### src/rtl/aes_round_sequencer_if.sv
// Start/done handshake, key-schedule handshake and datapath stage controls
// of the AES-128 round sequencer. The sequencer connects through the slave modport.
interface aes_round_sequencer_if #(
    parameter int MIX_CYCLES = 4
);
    localparam int MCW = (MIX_CYCLES > 1) ? $clog2(MIX_CYCLES) : 1;

    logic           start;
    logic           abort;
    logic           key_valid;
    logic           busy;
    logic           done;
    logic [3:0]     round;
    logic           ld_state;
    logic           sub_en;
    logic           shift_en;
    logic           mix_en;
    logic [MCW-1:0] mix_col;
    logic           ark_en;
    logic           key_req;

    modport master (
        output start, abort, key_valid,
        input  busy, done, round, ld_state, sub_en, shift_en, mix_en, mix_col,
               ark_en, key_req
    );

    modport slave (
        input  start, abort, key_valid,
        output busy, done, round, ld_state, sub_en, shift_en, mix_en, mix_col,
               ark_en, key_req
    );
endinterface

### src/rtl/aes_round_sequencer.sv
// Control FSM for the iterative AES-128 encrypt datapath.
// Build option AES_KEY_WAIT_EN: stall in the AddRoundKey states until key_valid.
//
// state   | meaning
// IDLE    | waiting for start; ld_state follows start
// ARK0    | initial AddRoundKey with key 0
// SUB     | SubBytes for `round`
// SHIFT   | ShiftRows for `round`
// MIX     | MixColumns, one column per cycle (mix_col)
// ARK     | AddRoundKey with key `round`
// DONE    | one-cycle done pulse, ciphertext in state register
module aes_round_sequencer #(
    parameter int NR         = 10,
    parameter int MIX_CYCLES = 4
) (
    input  logic                  clk,
    input  logic                  rst_n,
    aes_round_sequencer_if.slave  bus
);
    localparam int             MCW      = (MIX_CYCLES > 1) ? $clog2(MIX_CYCLES) : 1;
    localparam logic [3:0]     NR_L     = 4'(NR);
    localparam logic [MCW-1:0] MIX_LAST = MCW'(MIX_CYCLES - 1);

    typedef enum logic [2:0] {
        S_IDLE,
        S_ARK0,
        S_SUB,
        S_SHIFT,
        S_MIX,
        S_ARK,
        S_DONE
    } state_t;

    state_t         state_q, state_d;
    logic [3:0]     round_q, round_d;
    logic [MCW-1:0] mix_col_q, mix_col_d;
    logic           key_ok;

`ifdef AES_KEY_WAIT_EN
    assign key_ok = bus.key_valid;
`else
    logic unused_key_valid;
    assign unused_key_valid = bus.key_valid;
    assign key_ok           = 1'b1;
`endif

    always_ff @(posedge clk or negedge rst_n) begin
        if (!rst_n) begin
            state_q   <= S_IDLE;
            round_q   <= 4'd0;
            mix_col_q <= '0;
        end else begin
            state_q   <= state_d;
            round_q   <= round_d;
            mix_col_q <= mix_col_d;
        end
    end

    always_comb begin
        state_d      = state_q;
        round_d      = round_q;
        mix_col_d    = mix_col_q;
        bus.ld_state = 1'b0;

        case (state_q)
            S_IDLE: begin
                if (bus.start) begin
                    bus.ld_state = 1'b1;
                    round_d      = 4'd0;
                    mix_col_d    = '0;
                    state_d      = S_ARK0;
                end
            end
            S_ARK0: begin
                if (key_ok) begin
                    round_d = 4'd1;
                    state_d = S_SUB;
                end
            end
            S_SUB: state_d = S_SHIFT;
            S_SHIFT: begin
                // final round skips MixColumns
                if (round_q < NR_L) state_d = S_MIX;
                else                state_d = S_ARK;
            end
            S_MIX: begin
                if (mix_col_q == MIX_LAST) begin
                    mix_col_d = '0;
                    state_d   = S_ARK;
                end else begin
                    mix_col_d = mix_col_q + 1'b1;
                end
            end
            S_ARK: begin
                if (key_ok) begin
                    if (round_q == NR_L) begin
                        state_d = S_DONE;
                    end else begin
                        round_d = round_q + 4'd1;
                        state_d = S_SUB;
                    end
                end
            end
            S_DONE: begin
                round_d = 4'd0;
                state_d = S_IDLE;
            end
            default: begin
                round_d   = 4'd0;
                mix_col_d = '0;
                state_d   = S_IDLE;
            end
        endcase

        // abort overrides every transition, but an idle sequencer has nothing to abort
        if (bus.abort && (state_q != S_IDLE)) begin
            state_d   = S_IDLE;
            round_d   = 4'd0;
            mix_col_d = '0;
        end
    end

    always_comb begin
        bus.busy     = (state_q != S_IDLE);
        bus.done     = (state_q == S_DONE);
        bus.round    = round_q;
        bus.sub_en   = (state_q == S_SUB);
        bus.shift_en = (state_q == S_SHIFT);
        bus.mix_en   = (state_q == S_MIX);
        bus.mix_col  = mix_col_q;
        bus.ark_en   = ((state_q == S_ARK0) || (state_q == S_ARK)) && key_ok;
`ifdef AES_KEY_WAIT_EN
        bus.key_req  = (state_q == S_ARK0) || (state_q == S_ARK);
`else
        bus.key_req  = 1'b0;
`endif
    end
endmodule

### src/flat_wrapper.sv
// flat-port wrapper written by rule: the top's interface ports become plain ports
module aes_round_sequencer_flat 
#(
    parameter int NR         = 10,
    parameter int MIX_CYCLES = 4
)
  (clk, rst_n, bus_start, bus_abort, bus_key_valid, bus_busy, bus_done, bus_round, bus_ld_state, bus_sub_en, bus_shift_en, bus_mix_en, bus_mix_col, bus_ark_en, bus_key_req);
  aes_round_sequencer_if #(.MIX_CYCLES(MIX_CYCLES)) bus_i ();
  input  logic clk;
  input  logic rst_n;
  input wire logic [$bits(bus_i.start)-1:0] bus_start;
  input wire logic [$bits(bus_i.abort)-1:0] bus_abort;
  input wire logic [$bits(bus_i.key_valid)-1:0] bus_key_valid;
  output wire logic [$bits(bus_i.busy)-1:0] bus_busy;
  output wire logic [$bits(bus_i.done)-1:0] bus_done;
  output wire logic [$bits(bus_i.round)-1:0] bus_round;
  output wire logic [$bits(bus_i.ld_state)-1:0] bus_ld_state;
  output wire logic [$bits(bus_i.sub_en)-1:0] bus_sub_en;
  output wire logic [$bits(bus_i.shift_en)-1:0] bus_shift_en;
  output wire logic [$bits(bus_i.mix_en)-1:0] bus_mix_en;
  output wire logic [$bits(bus_i.mix_col)-1:0] bus_mix_col;
  output wire logic [$bits(bus_i.ark_en)-1:0] bus_ark_en;
  output wire logic [$bits(bus_i.key_req)-1:0] bus_key_req;
  assign bus_i.start = bus_start;
  assign bus_i.abort = bus_abort;
  assign bus_i.key_valid = bus_key_valid;
  assign bus_busy = bus_i.busy;
  assign bus_done = bus_i.done;
  assign bus_round = bus_i.round;
  assign bus_ld_state = bus_i.ld_state;
  assign bus_sub_en = bus_i.sub_en;
  assign bus_shift_en = bus_i.shift_en;
  assign bus_mix_en = bus_i.mix_en;
  assign bus_mix_col = bus_i.mix_col;
  assign bus_ark_en = bus_i.ark_en;
  assign bus_key_req = bus_i.key_req;
  aes_round_sequencer #(.NR(NR), .MIX_CYCLES(MIX_CYCLES)) u_core (.clk(clk), .rst_n(rst_n), .bus(bus_i));
endmodule
### config.mk
export PLATFORM = sky130hd
export DESIGN_NAME = aes_round_sequencer_flat
export DESIGN_NICKNAME = d
export VERILOG_FILES = /design/src/rtl/aes_round_sequencer_if.sv /design/src/rtl/aes_round_sequencer.sv /design/src/flat_wrapper.sv
export SDC_FILE = /design/constraint.sdc
export NUM_CORES = 1
export LEC_CHECK = 0
export CAP_MARGIN = 20
export CORE_MARGIN = 1
export CORE_UTILIZATION = 35
export DETAILED_ROUTE_END_ITERATION = 16
export PLACE_DENSITY = 0.74
export SLEW_MARGIN = 20
export SYNTH_ARGS = -nofsm -noshare
export SYNTH_HDL_FRONTEND = slang
export SYNTH_SLANG_ARGS = --single-unit
### constraint.sdc
create_clock -name clk -period 1.9 [get_ports clk]
set_clock_uncertainty 0.1 [all_clocks]
set_input_delay 0.475 -clock clk [delete_from_list [all_inputs] [get_ports clk]]
set_output_delay 0.475 -clock clk [all_outputs]
set_load 0.05 [all_outputs]
==> metrics.txt <==
nature of the critical path endpoint output port; Final HPWL DP 1150 um; largest net degree at the start of global routing 14; sw frac 47.8%; r2r setup slk 290 ps; number of remaining DRC errors 0; clock sink count 9; routability cong. 0.810; initial antenna violation count 0; global-route wire length before repair 2390 um; final setup vio count 1; mapped cell area 653 um2; post-synthesis register bit count 9; synth cell count leaders 14 x nor2_1, 9 x dfrtp_1, 4 x a21oi_1, 4 x nand2b_1; Core Rows 15; unrepaired setup endpoints after global routing yes; Port Buffer Count 16; Initial Util 37.4%; Root Buffer clkbuf_4; Pleak 0.466 nW; post-route ant nets 0; fmax 0.522 GHz; worst setup slack after layout -14.5 ps; Clock power frac 9.3%; post-synth top area share 34.5%; Post-Route WL 1550 um; DP Cell Count 120; sequential power share 19.9%; CP required 1320 ps; Post-synth EDFFs 0; status finished, violations left; Hold Fails Final Rpt 0; Crit Path Max Fanout 3; ys async rst share 100%; Final nets 112; remaining global-route overflow 0; non-filler cells in the finished layout 128; Sw Pwr 0.723 mW; Setup crit start kind input port; synth warn 0; Die Y 45.2 um; vias per inst 5.07; Fillers 145; DR WL met3 81 um; register area share after synthesis 34.5%; CP Class in2out; ys flop type dfrtp_1; ant diodes 0; worst r2r path cells 6; Die X 45.2 um; part of the cycle the worst path needs 101%; Worst Setup SP bus_start; Critical Path Sink bus_ld_state; Max Used Layer met4; drt pass-1 iters 4; Worst Path Arrival 1340 ps; Synth cell types 34; Comb pwr share 70.9%; Initial DRC Count 4; cell count after synthesis 78; Final Max Slew Viols 0; post-synthesis area per instance 8.37 um2; later-pin clock latency in the skew report 260 ps; metal2 WL 765 um; core area 1750 um2; IO Pins 19; Syn-to-layout area delta 57.1%; Die ar. 2040 um2; CTS tree done; Synth area leaders dfrtp_1 34%, nor2_1 8.0%, ha_1 5.7%; setup TNS -14.5 ps; Post-CTS Hold Fix Bufs 0; Max VDD drop 0.000874 V; Total Routing Usage GR 16.2%; Pint 0.790 mW; largest area contributor in the netlist dfrtp_1; min-delay worst type in2async; max_cap viols 0; failing checks setup timing; layout cells sized above 1 35.0%; Vias 649; Reg clk slew, reported paths 60 ps; H-tree Lvls 1; Post-Syn Nets 86; PD cells 1470 nW/um2; Num CTS Buffers 3; Met1 Wirelength 680 um; Final Critical Period 1910 ps; reg2reg start u_core.bus.round[0]; wire length per cell 12.1 um; number of global-route vias before repair 568; CTS max path bufs 2; RR Endpoint u_core.bus.round[1]; most frequent cell after synthesis nor2_1
==> critical path, cell delays in order <==
cell and delay, ps:
clkdlybuf4s50_1 520, inv_1 80, nor2_4 120, buf_12 140
==> how the worst min path moves through the flow <==
stage | slack, ps | cells after the start | end
after floorplan | 80 | 0 | u_core.bus.mix_col[0]
final | 410 | 1 | u_core.bus.round[1]
after detailed placement | 410 | 1 | u_core.bus.round[3]
after global placement | 410 | 1 | u_core.bus.round[3]
after global routing | 440 | 1 | u_core.bus.round[0]
after CTS | 420 | 1 | u_core.bus.round[1]
==> power groups by stage <==
stage	registers (mW)	logic, mW	clock network (mW)
floorplan	0.364	0.569	0
global placement	0.306	0.962	0
detailed placement	0.307	0.980	0
CTS	0.300	1.00	0.145
global route	0.310	1.14	0.158
finish	0.300	1.07	0.141
==> metal layers <==
metal	track usage, %	vias up
met4	6.67	0
met1	20.0	302
met3	7.60	4
met2	24.3	15
met5	0	-
li1	-	328
==> cell usage in the layout, fill, tap and decap left out, types with 2 or more instances in the layout <==
master / Yosys / routed
buf_12: 0 / 9
a22o_1: 2 / 2
nor2b_1: 2 / 2
clkdlybuf4s50_1: 0 / 3
o21ai_0: 3 / 3
buf_4: 3 / 15
ha_1: 3 / 3
nand2b_1: 4 / 3
nor2_4: 0 / 2
nor2_1: 14 / 12
inv_1: 2 / 2
nand3_1: 2 / 2
a21oi_1: 4 / 4
a221oi_1: 3 / 3
clkbuf_4: 0 / 3
nand2_1: 2 / 2
dfrtp_1: 9 / 9
o21ai_1: 3 / 3
==> timing repair <==
action	CTS	global route
pin swaps	0	2
endpoints found under the setup margin	2	4
gates resized for setup	1	3
buffers inserted	1	3
==> state kept, by name, summed over array words and instances (netlist names) <==
name,flops
u_core.bus.round,4
u_core.bus.mix_col,2
u_core.state_q,3
==> logic make-up after synthesis <==
kind of cell | Yosys count | synth area share [%]
flops | 9 | 34.5
mux | 1 | 1.53
simple gates | 33 | 26.6
buf+inv | 9 | 7.47
other cells | 1 | 0.574
fa+ha+maj | 3 | 5.75
compound gates | 22 | 23.6
==> cell type report <==
| cell class | count | area [um2] | share of cell area (%) |
|---|---|---|---|
| sequential | 9 | 225 | 22.0 |
| timing repair buffer | 27 | 323 | 31.5 |
| multi-input combinational | 60 | 409 | 39.9 |
| clock buffer | 4 | 26.3 | 2.56 |
| tap | 25 | 31.3 | 3.05 |
| inverter | 3 | 11.3 | 1.10 |
==> stage by stage <==
step | util, % | power, mW | area, um2 | worst slack (ps) | hold WS (ps)
3_3_place_gp | 54.8 | 1.27 | 957 | -33.0 | 406
5_1_grt | 58.8 | 1.60 | 1030 | -41.3 | 435
2_1_floorplan | - | 0.933 | 671 | -77.6 | 79.4
6_report | 58.8 | 1.51 | 1030 | -14.5 | 407
3_5_place_dp | 54.8 | 1.29 | 957 | -82.7 | 414
4_1_cts | 56.9 | 1.45 | 993 | -21.4 | 419
Note: power is estimated with default switching activity, not from simulation.
